[config.mk]
export PLATFORM = sky130hd
export DESIGN_NAME = lfsr_deserializer_flat
export DESIGN_NICKNAME = d
export VERILOG_FILES = /design/src/rtl/lfsr_deserializer_if.sv /design/src/rtl/lfsr_deserializer.sv /design/src/flat_wrapper.sv
export SDC_FILE = /design/constraint.sdc
export NUM_CORES = 1
export LEC_CHECK = 0
export ABC_AREA = 1
export BUFFER_PORTS_ARGS = -buffer_cell sky130_fd_sc_hd__buf_2
export CAP_MARGIN = 20
export CORE_UTILIZATION = 45
export CTS_BUF_LIST = sky130_fd_sc_hd__clkbuf_8
export DETAILED_ROUTE_END_ITERATION = 7
export GPL_ROUTABILITY_DRIVEN = 0
export PLACE_DENSITY = 0.68
export SYNTH_ARGS = -nofsm -noshare
export SYNTH_HDL_FRONTEND = slang
export SYNTH_SLANG_ARGS = --single-unit
[constraint.sdc]
create_clock -name clock -period 1.7 [get_ports clock]
set_clock_uncertainty 0.15 [all_clocks]
set_input_delay 0.255 -clock clock [delete_from_list [all_inputs] [get_ports clock]]
set_output_delay 0.255 -clock clock [all_outputs]
set_load 0.01 [all_outputs]
[src/rtl/lfsr_deserializer_if.sv]
// lfsr_deserializer_if
//   Bundles the serial input, the parallel output handshake and the status
//   flags of lfsr_deserializer.
//   serial_in    : serial bit from the LFSR OUT pin
//   serial_valid : qualifies serial_in (LFSR valid)
//   data_out     : FIFO head word, first-received bit in the MSB
//   data_valid   : FIFO non-empty
//   data_ready   : consumer accepts data_out on an edge where data_valid=1
//   overflow     : sticky, a completed word was dropped on a full FIFO
//   short_frame  : one-cycle pulse when a partial word is discarded
//   word_count   : total words pushed into the FIFO, wraps at 16 bits
// Modports:
//   master : the deserializer (consumes serial, produces words and flags)
//   slave  : the environment (drives serial and ready, observes the rest)
interface lfsr_deserializer_if #(
  parameter int WIDTH = 4
);
  logic             serial_in;
  logic             serial_valid;
  logic [WIDTH-1:0] data_out;
  logic             data_valid;
  logic             data_ready;
  logic             overflow;
  logic             short_frame;
  logic [15:0]      word_count;

  modport master (
    input  serial_in,
    input  serial_valid,
    input  data_ready,
    output data_out,
    output data_valid,
    output overflow,
    output short_frame,
    output word_count
  );

  modport slave (
    output serial_in,
    output serial_valid,
    output data_ready,
    input  data_out,
    input  data_valid,
    input  overflow,
    input  short_frame,
    input  word_count
  );
endinterface

[src/rtl/lfsr_deserializer.sv]
// lfsr_deserializer
//   Packs WIDTH consecutive valid serial bits into a parallel word
//   (first-received bit is the MSB) and queues completed words in a
//   2-entry FIFO drained through a valid/ready handshake.
// Ports:
//   clock : rising-edge clock shared with the LFSR
//   reset : synchronous, active-high; clears all state on the next edge
//   bus   : lfsr_deserializer_if master modport (serial in, word out, flags)
// Parameters:
//   WIDTH : bits per word, legal range 2..16
module lfsr_deserializer #(
  parameter int WIDTH = 4
) (
  input  logic                 clock,
  input  logic                 reset,
  lfsr_deserializer_if.master  bus
);

  localparam int CNT_W = $clog2(WIDTH);

  typedef enum logic {
    IDLE    = 1'b0,
    COLLECT = 1'b1
  } state_t;

  state_t           state;
  logic [CNT_W-1:0] bit_cnt;
  // Only the low WIDTH-1 bits are ever needed: the final bit of a word
  // arrives on serial_in on the completing edge and is concatenated directly.
  logic [WIDTH-2:0] shreg;

  // Two-entry FIFO kept as head/tail registers so data_out is a flop.
  logic [WIDTH-1:0] head_q;
  logic [WIDTH-1:0] tail_q;
  logic [1:0]       fifo_cnt;

  logic             overflow_q;
  logic             short_q;
  logic [15:0]      word_cnt_q;

  logic [WIDTH-1:0] new_word;
  logic             word_done;
  logic             do_pop;
  logic             fifo_full;
  logic             push_ok;

  // Word completion and FIFO push/pop decisions for the coming edge.
  // A pop on the same edge frees a slot, so a full FIFO still accepts.
  always_comb begin
    new_word  = {shreg, bus.serial_in};
    word_done = (state == COLLECT) && bus.serial_valid &&
                (bit_cnt == CNT_W'(WIDTH - 1));
    do_pop    = (fifo_cnt != 2'd0) && bus.data_ready;
    fifo_full = (fifo_cnt == 2'd2);
    push_ok   = word_done && (!fifo_full || do_pop);
  end

  // Collection FSM, FIFO storage and status flags.
  always_ff @(posedge clock) begin
    if (reset) begin
      state      <= IDLE;
      bit_cnt    <= '0;
      shreg      <= '0;
      head_q     <= '0;
      tail_q     <= '0;
      fifo_cnt   <= 2'd0;
      overflow_q <= 1'b0;
      short_q    <= 1'b0;
      word_cnt_q <= 16'd0;
    end else begin
      short_q <= 1'b0;

      case (state)
        IDLE: begin
          if (bus.serial_valid) begin
            shreg   <= new_word[WIDTH-2:0];
            bit_cnt <= CNT_W'(1);
            state   <= COLLECT;
          end
        end
        COLLECT: begin
          if (bus.serial_valid) begin
            shreg <= new_word[WIDTH-2:0];
            if (bit_cnt == CNT_W'(WIDTH - 1)) begin
              bit_cnt <= '0;
              state   <= IDLE;
            end else begin
              bit_cnt <= bit_cnt + CNT_W'(1);
            end
          end else begin
            // valid dropped mid-word: abandon the partial word
            bit_cnt <= '0;
            short_q <= 1'b1;
            state   <= IDLE;
          end
        end
        default: begin
          bit_cnt <= '0;
          state   <= IDLE;
        end
      endcase

      if (word_done && !push_ok) begin
        overflow_q <= 1'b1;
      end

      if (push_ok) begin
        word_cnt_q <= word_cnt_q + 16'd1;
      end

      // Head always holds the oldest word; on a pop the tail moves up.
      // When the FIFO empties, head keeps its stale value.
      case ({push_ok, do_pop})
        2'b10: begin
          if (fifo_cnt == 2'd0) begin
            head_q <= new_word;
          end else begin
            tail_q <= new_word;
          end
          fifo_cnt <= fifo_cnt + 2'd1;
        end
        2'b01: begin
          if (fifo_cnt == 2'd2) begin
            head_q <= tail_q;
          end
          fifo_cnt <= fifo_cnt - 2'd1;
        end
        2'b11: begin
          if (fifo_cnt == 2'd1) begin
            head_q <= new_word;
          end else begin
            head_q <= tail_q;
            tail_q <= new_word;
          end
        end
        default: begin
        end
      endcase
    end
  end

  assign bus.data_out    = head_q;
  assign bus.data_valid  = (fifo_cnt != 2'd0);
  assign bus.overflow    = overflow_q;
  assign bus.short_frame = short_q;
  assign bus.word_count  = word_cnt_q;

endmodule

[src/flat_wrapper.sv]
// flat-port wrapper written by rule: the top's interface ports become plain ports
module lfsr_deserializer_flat 
#(
  parameter int WIDTH = 4
)
  (clock, reset, bus_serial_in, bus_serial_valid, bus_data_ready, bus_data_out, bus_data_valid, bus_overflow, bus_short_frame, bus_word_count);
  lfsr_deserializer_if #(.WIDTH(WIDTH)) bus_i ();
  input  logic clock;
  input  logic reset;
  input wire logic [$bits(bus_i.serial_in)-1:0] bus_serial_in;
  input wire logic [$bits(bus_i.serial_valid)-1:0] bus_serial_valid;
  input wire logic [$bits(bus_i.data_ready)-1:0] bus_data_ready;
  output wire logic [$bits(bus_i.data_out)-1:0] bus_data_out;
  output wire logic [$bits(bus_i.data_valid)-1:0] bus_data_valid;
  output wire logic [$bits(bus_i.overflow)-1:0] bus_overflow;
  output wire logic [$bits(bus_i.short_frame)-1:0] bus_short_frame;
  output wire logic [$bits(bus_i.word_count)-1:0] bus_word_count;
  assign bus_i.serial_in = bus_serial_in;
  assign bus_i.serial_valid = bus_serial_valid;
  assign bus_i.data_ready = bus_data_ready;
  assign bus_data_out = bus_i.data_out;
  assign bus_data_valid = bus_i.data_valid;
  assign bus_overflow = bus_i.overflow;
  assign bus_short_frame = bus_i.short_frame;
  assign bus_word_count = bus_i.word_count;
  lfsr_deserializer #(.WIDTH(WIDTH)) u_core (.clock(clock), .reset(reset), .bus(bus_i));
endmodule
== Yosys cells after proc, flatten, opt, wreduce, memory -nomap -nowiden ==
Index checks and enable logic that the tools add are counted.
Word-level totals
  input bits: 5
  output and inout bits: 23
  register bits after elaboration: 34
  logic and storage cells: 59
Cells by class
  $add $sub $neg: 4
  multiplexer cells: 18
  reduce and logical (&&, ||, !) cells: 16
  equal/unequal tests: 11
  bitwise logic cells: 1
Operators by type and width (number)
  4-bit 2-to-1 mux: 5
  16-bit by 1-bit adder with 16-bit output, second input constant: 1
  4-bit one-hot mux with 3 select lines: 1
  2-bit == test, second input constant: 4
  2-bit one-hot mux with 2 select lines: 2
  4-bit one-hot mux with 2 select lines: 1
  2-bit 2-to-1 mux: 3
  2-bit != test, second input constant: 3
  3-bit AND reduction: 2
  2-bit nonzero test: 3
  1-bit logical AND: 5
  2-bit by 1-bit adder with 2-bit output, second input constant: 2
  2-bit by 1-bit == test with 1-bit output, second input constant: 2
  1-bit 2-to-1 mux: 4
  2-bit by 1-bit != test with 1-bit output, second input constant: 2
  3-bit 2-to-1 mux: 1
  3-bit nonzero test: 1
  1-bit logical NOT: 2
  2-bit logical NOT: 1
  1-bit one-hot mux with 2 select lines: 1
  2-bit OR reduction: 1
  2-bit by 1-bit subtractor with 2-bit output, second input constant: 1
  1-bit logical OR: 1
  1-bit inverter: 1

== Longest topological paths before layout ==
Gate-level depths: netlist (run 1).
  word-level depth: 7
  gate-level depth with buffers: 11
  gate-level depth less buffers: 11

== Worst setup path after synthesis (run 1) ==
Ideal clock, no wire load.
  path kind: register -> register
  start: register u_core.fifo_cnt[0]
  end: register u_core.word_cnt_q[7] (netlist: u_core.bus.word_count[7])
  stages on the path, launching flop included: 11
  setup slack: -0.056 ns
  period minus slack after synthesis: 1.756 ns
  required time: 1.434 ns
  buffers on the path: 0
  data arrival time: 1.490 ns
  setup time: 0.116 ns
  path through: dfxtp_1 inv_1 ha_1 inv_1 nand2_2 nand2_1 nand2_2 nor2_4 nand2_1 o21ai_0 nor2_1
On the way
  cells in the longest elaborated chain, start to end: 4
  elaborated cells between the ends (all ways): 6
  those cells by class: eq/ne (1); reduce/logical (5)
Ends and longest elaborated chain
  start: declaration: RTL line lfsr_deserializer.sv:35  | logic [1:0] fifo_cnt;
  start signal: assignment: RTL line lfsr_deserializer.sv:120  | fifo_cnt <= fifo_cnt + 2'd1;
  start signal: assignment: RTL line lfsr_deserializer.sv:126  | fifo_cnt <= fifo_cnt - 2'd1;
  2-bit nonzero test
  named net bus_data_valid: RTL line flat_wrapper.sv:14  | output wire logic [$bits(bus_i.data_valid)-1:0] bus_data_valid;
  1-bit logical AND: RTL line lfsr_deserializer.sv:53  | do_pop = (fifo_cnt != 2'd0) && bus.data_ready;
  1-bit logical OR: RTL line lfsr_deserializer.sv:55  | push_ok = word_done && (!fifo_full || do_pop);
  1-bit logical AND: RTL line lfsr_deserializer.sv:55
  end signal: assignment: RTL line lfsr_deserializer.sv:108  | word_cnt_q <= word_cnt_q + 16'd1;
  end: declaration: RTL line lfsr_deserializer.sv:39  | logic [15:0] word_cnt_q;
The timed path passes the listed nets, and every way through them passes these cells.
A chain may end at the register's enable or synchronous reset.

== Worst setup path after layout (run 1) ==
  start: register u_core.fifo_cnt[0]
  end: output port bus_data_valid
On the way
  cells in the longest elaborated chain, start to end: 1
Ends and longest elaborated chain
  2-bit nonzero test: RTL line lfsr_deserializer.sv:143  | assign bus.data_valid = (fifo_cnt != 2'd0);
  end: declaration: RTL line flat_wrapper.sv:14
No other way between the ends.

==> impl_metrics.json, run 1 <==
{
  "synth_area_sq_um": 1760,
  "synth_nets": 277,
  "cts_made_buffers": 5,
  "cp-end-kind": "primary output",
  "rsz0062_at_grt": "yes",
  "netlist_top_cells_area": "dfxtp_1 (39%), nand2_1 (13%), nor2_1 (10%), inv_1 (8.3%), o21ai_0 (6.5%)",
  "period_minus_slack_ns": 1.63,
  "grt_start_max_net_pins": 12,
  "setup_violations": 0,
  "sw_frac_of_total_pct": 24.6,
  "grt_pass1_wl_microns": 6560,
  "tightestPinTransition_ns": 0.316,
  "drive_above_1_share_pct": 23.5,
  "die_y_microns": 64.5,
  "drtIter0Drc": 71,
  "period_share_pct": 95.9,
  "multiInputGateArea_sq_um": 952,
  "root_buffer": "clkbuf_8",
  "grt_pass1_vias": 1519,
  "status": "finished, final reports clean",
  "synth-edff-count": 0,
  "cts_hold_buf": 0,
  "cp-start-kind": "register",
  "critPathMaxFanout": 3,
  "yosys_most_used_dff": "dfxtp_1",
  "layout_setup_ws_ns": 0.0700,
  "port_buffers": 27,
  "vias": 1674,
  "power.leakage_nw": 0.962,
  "dieArea_sq_um": 4160,
  "vias_per_cell": 4.72,
  "critPathKind": "reg -> out",
  "cts.sink_count": 34,
  "hold_viol_final": 0,
  "power_density_nw_per_um2": 802,
  "setup.worst_path.start": "u_core.fifo_cnt[0]",
  "clk_pin_slew_ns": 0.07,
  "synth_seq_cells": 34,
  "ys_async_sr_fraction_pct": 0,
  "seqPwrFrac_pct": 48.1,
  "row_count": 22,
  "drt_wl_total_microns": 3770,
  "hp-class": "in -> reg",
  "tns_ns": 0,
  "hold_start": "reset",
  "clock_latency_ns": 0.29,
  "htreeDepth": 2,
  "yosysTopAreaCell": "dfxtp_1",
  "ys_seq_area_share_pct": 38.7,
  "ys.warnings.count": 0,
  "cts_tree": "done",
  "crit_required_ns": 1.29,
  "drv_slew": 0,
  "synth_cell_types": 21,
  "peakVddDrop_uv": 507,
  "p_clk_share_pct": 40.4,
  "dp.cells": 347,
  "clock.fmax_mhz": 614,
  "power.internal_mw": 1.31,
  "arrival_ns": 1.22,
  "combPwrFrac_pct": 11.5,
  "final_cell_area_sq_um": 2170,
  "dp_hpwl_microns": 2860,
  "antenna_found_initial": 0,
  "drv_cap": 0,
  "r2r_cells": 9,
  "postPlaceCellArea_sq_um": 2010,
  "pre_cts_ws_ns": -0.0127,
  "seqCellArea_sq_um": 687,
  "syn_avg_cell_area_sq_um": 6.58,
  "diodes": 0,
  "die_x_microns": 64.5,
  "clockBufferDepth": 2,
  "overflow": 0,
  "yosysMostFrequentCell": "nand2_1",
  "maxSlewHeadroom_pct": 78.8,
  "synth_commonest_cells": "nand2_1 (61), nor2_1 (49), inv_1 (39), dfxtp_1 (34), o21ai_0 (23)",
  "ioPinCount": 28,
  "gr-usage-all-layers_pct": 20.5,
  "final_cells": 355,
  "dr.pass1.iters": 4,
  "whs_ns": 0.0868,
  "netlist.area_leader.share_pct": 38.7,
  "initial_core_util_pct": 47.3,
  "core_area_sq_um": 3720,
  "hold_path_depth": 2,
  "wl_per_cell_microns": 10.6,
  "syn_to_final_growth_pct": 23.2,
  "synth_cells": 267,
  "antenna_left": 0,
  "final_nets": 316,
  "r2r_start": "u_core.fifo_cnt[0]",
  "p_switching_uw": 427,
  "fillers": 373,
  "drc": 0
}
what timing repair did:
action                                  in CTS  in global routing
endpoints found under the setup margin       6                 23
pin swaps                                    1                  5
resized for setup                            4                 17
buffers inserted                             0                  0
final timing paths:
kind / to / slack [ns]
setup / recovery: bus_data_valid / 0.07
hold / removal: u_core.fifo_cnt[0] / 0.09
setup reg to reg: u_core.bus.word_count[4] / 0.09
hold reg to reg: u_core.bit_cnt[0] / 0.29
per-layer routing:
metal / GRT usage [%] / part of all wire [%] / vias to the layer above
met2: 33.3 / 44 / 36
met3: 4.93 / 4.6 / 2
met5: 0 / 0 / -
met1: 25.6 / 51 / 718
li1: - / - / 918
met4: 9.17 / 0.58 / 0
power by group through the flow:
stage	logic [mW]	registers [mW]	clock network, mW
2_1_floorplan	0.118	0.855	0
3_3_place_gp	0.183	0.851	0
3_5_place_dp	0.186	0.851	0
4_1_cts	0.195	0.833	0.723
5_1_grt	0.223	0.838	0.761
6_report	0.200	0.835	0.701
cell usage in the layout, fill, tap and decap left out:
cell and instances:
a211oi_1 1, a21oi_1 11, a21oi_4 1, a31oi_1 1
buf_2 27, buf_4 10, clkbuf_8 8, dfxtp_1 29
dfxtp_2 5, ha_1 1, ha_2 4, inv_1 38
inv_2 1, nand2_1 58, nand2_2 5, nand2_4 2
nand3_1 11, nand3_2 1, nand4_1 7, nor2_1 47
nor2_2 2, nor2_4 4, nor3_1 7, o21ai_0 20
o21ai_1 2, o21ai_2 2, xnor2_1 1, xor2_1 1
logic make-up after synthesis:
logic type / share of synthesized area, %
adders and majority gates: 3.56
xor gates and xnor gates: 0.997
buffers and inverters: 9.39
DFF: 38.7
and+or+nand+nor: 35.7
AOI/OAI and AO/OA: 11.7
sequential cells by signal, indices dropped and copies added (netlist names):
signal and count:
u_core.bit_cnt 2, u_core.bus.data_out 4, u_core.bus.overflow 1, u_core.bus.short_frame 1, u_core.bus.word_count 16, u_core.fifo_cnt 2, u_core.shreg 3, u_core.state 1
u_core.tail_q 4
stage by stage:
step                util (%)  total power, mW
floorplan                  -            0.972
global placement        54.1             1.03
detailed placement      54.1             1.04
CTS                     57.5             1.75
global route            58.3             1.82
finish                  58.3             1.74
final cells by class:
class	count	area share (%)
Timing Repair Buffer	37	9.71
Sequential cell	34	31.7
Multi-Input combinational cell	189	44.0
Inverter	39	6.76
Clock buffer	8	5.08
Tap cell	48	2.77
worst max-delay path, stage by stage (launching register included):
cell	delay [ns]
dfxtp_2	0.32
inv_1	0.09
ha_2	0.20
inv_2	0.06
buf_4	0.13
buf_2	0.13
Note: power is estimated with default switching activity, not from simulation.
==> run 2, diff against run 1 <==
- ABC_AREA: 1 -> default
- CORE_ASPECT_RATIO: default -> 0.9
- PLACE_DENSITY: 0.68 -> 0.69
- SKIP_LAST_GASP: default -> 1
==> run 2 against run 1 <==
Critical endpoint is now u_core.bus.word_count[15]. Cell count is 20% lower. Die area is 6.1% lower. Combinational power is 47% higher. Via count is 9.7% lower. Utilization is 8.7 points higher. Worst setup slack worse by 0.11 ns. Maximum frequency is 6.3% lower. First-iteration DRC count is 7.0% higher. Flip-flop and latch count stayed put. Area after synthesis is 6.3% lower. The flow now finishes with violations (negative setup slack).
==> impl_metrics.json, run 2 <==
{
  "grt_start_max_net_pins": 26,
  "wl_per_cell_microns": 13.8,
  "vias": 1512,
  "peakVddDrop_uv": 744,
  "drc": 0,
  "ioPinCount": 28,
  "gr-usage-all-layers_pct": 21.5,
  "synth_area_sq_um": 1650,
  "antenna_found_initial": 0,
  "cp-start-kind": "register",
  "initial_core_util_pct": 48.1,
  "syn_avg_cell_area_sq_um": 9.31,
  "final_cell_mix": "buf_4 (34), dfxtp_1 (29), buf_2 (27)",
  "period_minus_slack_ns": 1.74,
  "final_cells": 285,
  "layout_setup_ws_ns": -0.0400,
  "clockBufferDepth": 2,
  "yosys_most_used_dff": "dfxtp_1",
  "core_area_sq_um": 3430,
  "htreeDepth": 2,
  "dr.pass1.iters": 4,
  "hold_viol_final": 0,
  "ys_seq_area_share_pct": 41.3,
  "dieArea_sq_um": 3910,
  "synth_nets": 187,
  "port_buffers": 27,
  "vias_per_cell": 5.31,
  "crit_required_ns": 1.74,
  "grt_pass1_wl_microns": 6230,
  "clock.fmax_mhz": 575,
  "synth_cell_types": 46,
  "synth_cells": 177,
  "row_count": 20,
  "ys.warnings.count": 0,
  "violations": "negative setup slack",
  "yosysMostFrequentCell": "dfxtp_1",
  "clk_pin_slew_ns": 0.07,
  "power_density_nw_per_um2": 760,
  "synth_seq_cells": 34,
  "antenna_left": 0,
  "netlist_top_cells_area": "dfxtp_1 (41%), mux2i_1 (5.5%), nor2_1 (4.6%), ha_1 (3.8%), a21oi_1 (3.6%)",
  "tightestPinTransition_ns": 0.480,
  "syn_to_final_growth_pct": 39.3,
  "dp.cells": 273,
  "cp-end-kind": "register",
  "yosysTopAreaCell": "dfxtp_1",
  "mostFrequentLayoutCell": "buf_4",
  "drive_above_1_share_pct": 42.7,
  "cts_made_buffers": 5,
  "drv_slew": 0,
  "clock_latency_ns": 0.30,
  "diodes": 0,
  "cts_hold_buf": 0,
  "final_nets": 250,
  "postPlaceCellArea_sq_um": 2080,
  "status": "complete, but fails checks",
  "critPathMaxFanout": 6,
  "period_share_pct": 102,
  "die_y_microns": 59.4,
  "arrival_ns": 1.78,
  "ys_async_sr_fraction_pct": 0,
  "final_cell_area_sq_um": 2290,
  "pre_cts_ws_ns": -0.0910,
  "critPathKind": "reg -> reg",
  "synth-edff-count": 0,
  "hp-class": "in -> reg",
  "power.leakage_nw": 0.930,
  "synth_commonest_cells": "dfxtp_1 (34), nor2_1 (20), a21oi_1 (12), inv_1 (10), mux2i_1 (9)",
  "drtIter0Drc": 76,
  "setup_violations": 4,
  "largest_register_ffs": 16,
  "dp_hpwl_microns": 2860,
  "grt_pass1_vias": 1442,
  "netlist.area_leader.share_pct": 41.3,
  "drt_wl_total_microns": 3930,
  "drv_cap": 0,
  "overflow": 0,
  "tns_ns": -0.0893,
  "root_buffer": "clkbuf_8",
  "maxSlewHeadroom_pct": 68.0,
  "cts_tree": "done",
  "cts.sink_count": 34,
  "die_x_microns": 65.8,
  "rsz0062_at_grt": "yes"
}
run 2: where the power goes:
part	total, mW	switching, mW	internal, mW
Clock	0.615	0.295	0.320
Sequential	0.836	0.0155	0.820
Combinational	0.293	0.159	0.133
Total	1.74	0.470	1.27
run 2: layer usage:
layer | track usage [%] | vias to the layer above | wire [microns]
li1 | - | 771 | -
met1 | 24.9 | 709 | 1850
met2 | 36.4 | 24 | 1860
met3 | 4.81 | 8 | 138
met4 | 12.4 | 0 | 76
met5 | 0 | - | 0
run 2: what timing repair did:
item | 4_1_cts | 5_1_grt
pin swaps | 9 | 3
setup endpoints to repair | 12 | 23
setup buffers | 2 | 2
resized for setup | 14 | 6
run 2: kinds of logic (layout without fill, tap and decap cells):
family                     count (synthesis)  count (layout)  synth area share (%)
xor gates and xnor gates                   6               6                  3.19
AOI/OAI and AO/OA                         47              47                  22.6
and+or+nand+nor                           57              57                  18.1
muxes                                     10              10                  6.15
adders and majority gates                  5               5                  3.80
DFF                                       34              34                  41.3
buffers and inverters                     18              82                  4.86
run 2: metrics by stage:
step	total power [mW]	hold slack (ns)	utilization [%]
6_report	1.74	0.0804	66.9
5_1_grt	1.81	0.0923	66.9
4_1_cts	1.74	0.0824	65.7
3_5_place_dp	1.11	0.309	60.8
3_3_place_gp	1.10	0.299	60.8
2_1_floorplan	1.02	0.252	-
run 2: layout make-up:
| cell class | instances | area, sq um |
|---|---|---|
| flip-flops and latches | 34 | 687 |
| repair buffers | 63 | 413 |
| clock buffers | 6 | 82.6 |
| well taps | 44 | 55.1 |
| clock inverters | 2 | 8.76 |
| fillers | 270 | 1130 |
| inverters | 11 | 43.8 |
| multi-input cells | 125 | 1000 |
run 2: path summary, 6_finish.rpt:
path	start	to	slack (ns)	cells after the start
worst max register to register	u_core.fifo_cnt[0]	u_core.bus.word_count[15]	-0.04	6
worst min register to register	u_core.bus.data_out[2]	u_core.bus.data_out[2]	0.33	2
worst max-delay path	u_core.fifo_cnt[0]	u_core.bus.word_count[15]	-0.04	6
worst min-delay path	bus_serial_in	u_core.shreg[0]	0.08	3
run 2: critical path: stages (launching register included):
cell	delay, ns
dfxtp_2	0.34
inv_2	0.05
ha_4	0.15
and2b_4	0.28
o2111ai_4	0.17
nor3_2	0.16
mux2_4	0.31
==> run 3, diff against run 2 <==
- SKIP_LAST_GASP: 1 -> default
==> run 3 against run 2 <==
The flow still finishes with violations (negative setup slack). Combinational power hardly changed. Cell count stayed put. Sequential share of layout area stayed put. Critical path type unchanged. Largest power group unchanged. Highest routed layer unchanged. Design area stayed put. First-iteration DRC count is 6.6% higher. Total power hardly changed. Critical endpoint unchanged.
==> impl_metrics.json, run 3 (synthesized netlist as in run 2, its figures left out) <==
{
  "critPathMaxStageDelay_ns": 0.34,
  "rsz0062_at_grt": "yes",
  "drtIter0Drc": 81,
  "antenna_found_initial": 0,
  "ioPinCount": 28,
  "layout_setup_ws_ns": -0.0449,
  "hold_viol_final": 0,
  "violations": "negative setup slack",
  "htreeDepth": 2,
  "power.leakage_nw": 0.930,
  "clk_pin_slew_ns": 0.07,
  "clock_latency_ns": 0.30,
  "drive_above_1_share_pct": 42.7,
  "vias": 1510,
  "cts.sink_count": 34,
  "drv_slew": 0,
  "root_buffer": "clkbuf_8",
  "final_nets": 250,
  "whs_ns": 0.0804,
  "postPlaceCellArea_sq_um": 2080,
  "core_area_sq_um": 3430,
  "status": "complete, but fails checks",
  "die_x_microns": 65.8,
  "cts_tree": "done",
  "grt_start_max_net_pins": 26,
  "grt_pass1_vias": 1445,
  "diodes": 0,
  "setup_violations": 5,
  "dieArea_sq_um": 3910,
  "cp-start-kind": "register",
  "drt_wl_total_microns": 3930,
  "final_cell_mix": "buf_4 (34), dfxtp_1 (29), buf_2 (27)",
  "hp-class": "in -> reg",
  "overflow": 0,
  "r2r_start": "u_core.fifo_cnt[0]",
  "tightestPinTransition_ns": 0.479,
  "peakVddDrop_uv": 744,
  "syn_to_final_growth_pct": 39.3,
  "maxSlewHeadroom_pct": 68.1,
  "port_buffers": 27,
  "vias_per_cell": 5.30,
  "dp_hpwl_microns": 2860,
  "wl_per_cell_microns": 13.8,
  "drv_cap": 0,
  "arrival_ns": 1.78,
  "critPathKind": "reg -> reg",
  "drc": 0,
  "antenna_left": 0,
  "row_count": 20,
  "critPathMaxFanout": 6,
  "mostFrequentLayoutCell": "buf_4",
  "crit_chain": "inv_2 > ha_4 > and2b_4 > o2111ai_4 > nor3_2 > mux2_4",
  "period_share_pct": 103,
  "power_density_nw_per_um2": 760,
  "largest_register_ffs": 16,
  "hold_start": "bus_serial_in",
  "cts_made_buffers": 5,
  "crit_family": "simple AND/OR/NAND/NOR gates",
  "hold_path_depth": 3,
  "period_minus_slack_ns": 1.74,
  "whs_endpoint": "u_core.shreg[0]",
  "initial_core_util_pct": 48.1,
  "tns_ns": -0.0903,
  "cp-end-kind": "register",
  "final_util_pct": 66.9,
  "clockBufferDepth": 2,
  "dr.pass1.iters": 4,
  "die_y_microns": 59.4,
  "final_cell_area_sq_um": 2290,
  "r2r_cells": 6,
  "pre_cts_ws_ns": -0.0910,
  "gr-usage-all-layers_pct": 21.5,
  "grt_pass1_wl_microns": 6240,
  "clock.fmax_mhz": 573,
  "rrSetupSlack_ns": -0.04,
  "crit_required_ns": 1.74,
  "cpMaxStageDelayCell": "dfxtp_2",
  "r2r-end": "u_core.bus.word_count[15]",
  "critPathBufInv": 1
}
==> run 3: area by class of cell <==
cell class | count | area, sq um
clock buffers | 6 | 82.6
clock inverters | 2 | 8.76
fillers | 270 | 1130
inverters | 11 | 43.8
multi-input cells | 125 | 1000
flip-flops and latches | 34 | 687
well taps | 44 | 55.1
repair buffers | 63 | 413
==> run 3: worst max-delay path by stage <==
stage,start,end,cells after the start
6_report,u_core.fifo_cnt[0],u_core.bus.word_count[15],6
5_1_grt,u_core.fifo_cnt[1],u_core.bus.data_out[0],7
4_1_cts,u_core.fifo_cnt[1],u_core.bus.word_count[15],6
3_5_place_dp,u_core.fifo_cnt[1],u_core.bus.word_count[15],6
3_3_place_gp,u_core.fifo_cnt[1],u_core.bus.word_count[15],6
2_1_floorplan,u_core.fifo_cnt[0],u_core.bus.word_count[15],6
==> run 3: per-layer routing <==
metal  vias to the layer above  part of all wire, %  global-route usage (%)
met3                         8                  3.5                    4.81
met5                         -                    0                       0
met1                       707                   47                    24.9
met2                        24                   47                    36.4
li1                        771                    -                       -
met4                         0                  1.9                    12.4
==> run 3: repair_timing <==
item | CTS | global route
setup buffers | 2 | 2
setup endpoints to repair | 12 | 23
hold buffers | 0 | 0
pin swaps | 9 | 3
resized for setup | 15 | 5
gates cloned | 0 | 0
==> run 3: per-stage QoR <==
| step | instances | total power, mW |
|---|---|---|
| detailed placement | 273 | 1.11 |
| CTS | 283 | 1.75 |
| global route | 285 | 1.81 |
| global placement | 273 | 1.10 |
| floorplan | 177 | 1.02 |
| finish | 285 | 1.74 |
==> run 3: worst min-delay path, stage by stage <==
cell and delay (ns):
buf_2 0.10, mux2i_1 0.07, nor2_1 0.07
==> run 3: power by group <==
group          internal (mW)  switching, mW  total [mW]
clock network          0.320          0.295       0.615
logic                  0.133          0.159       0.293
registers              0.820         0.0156       0.836
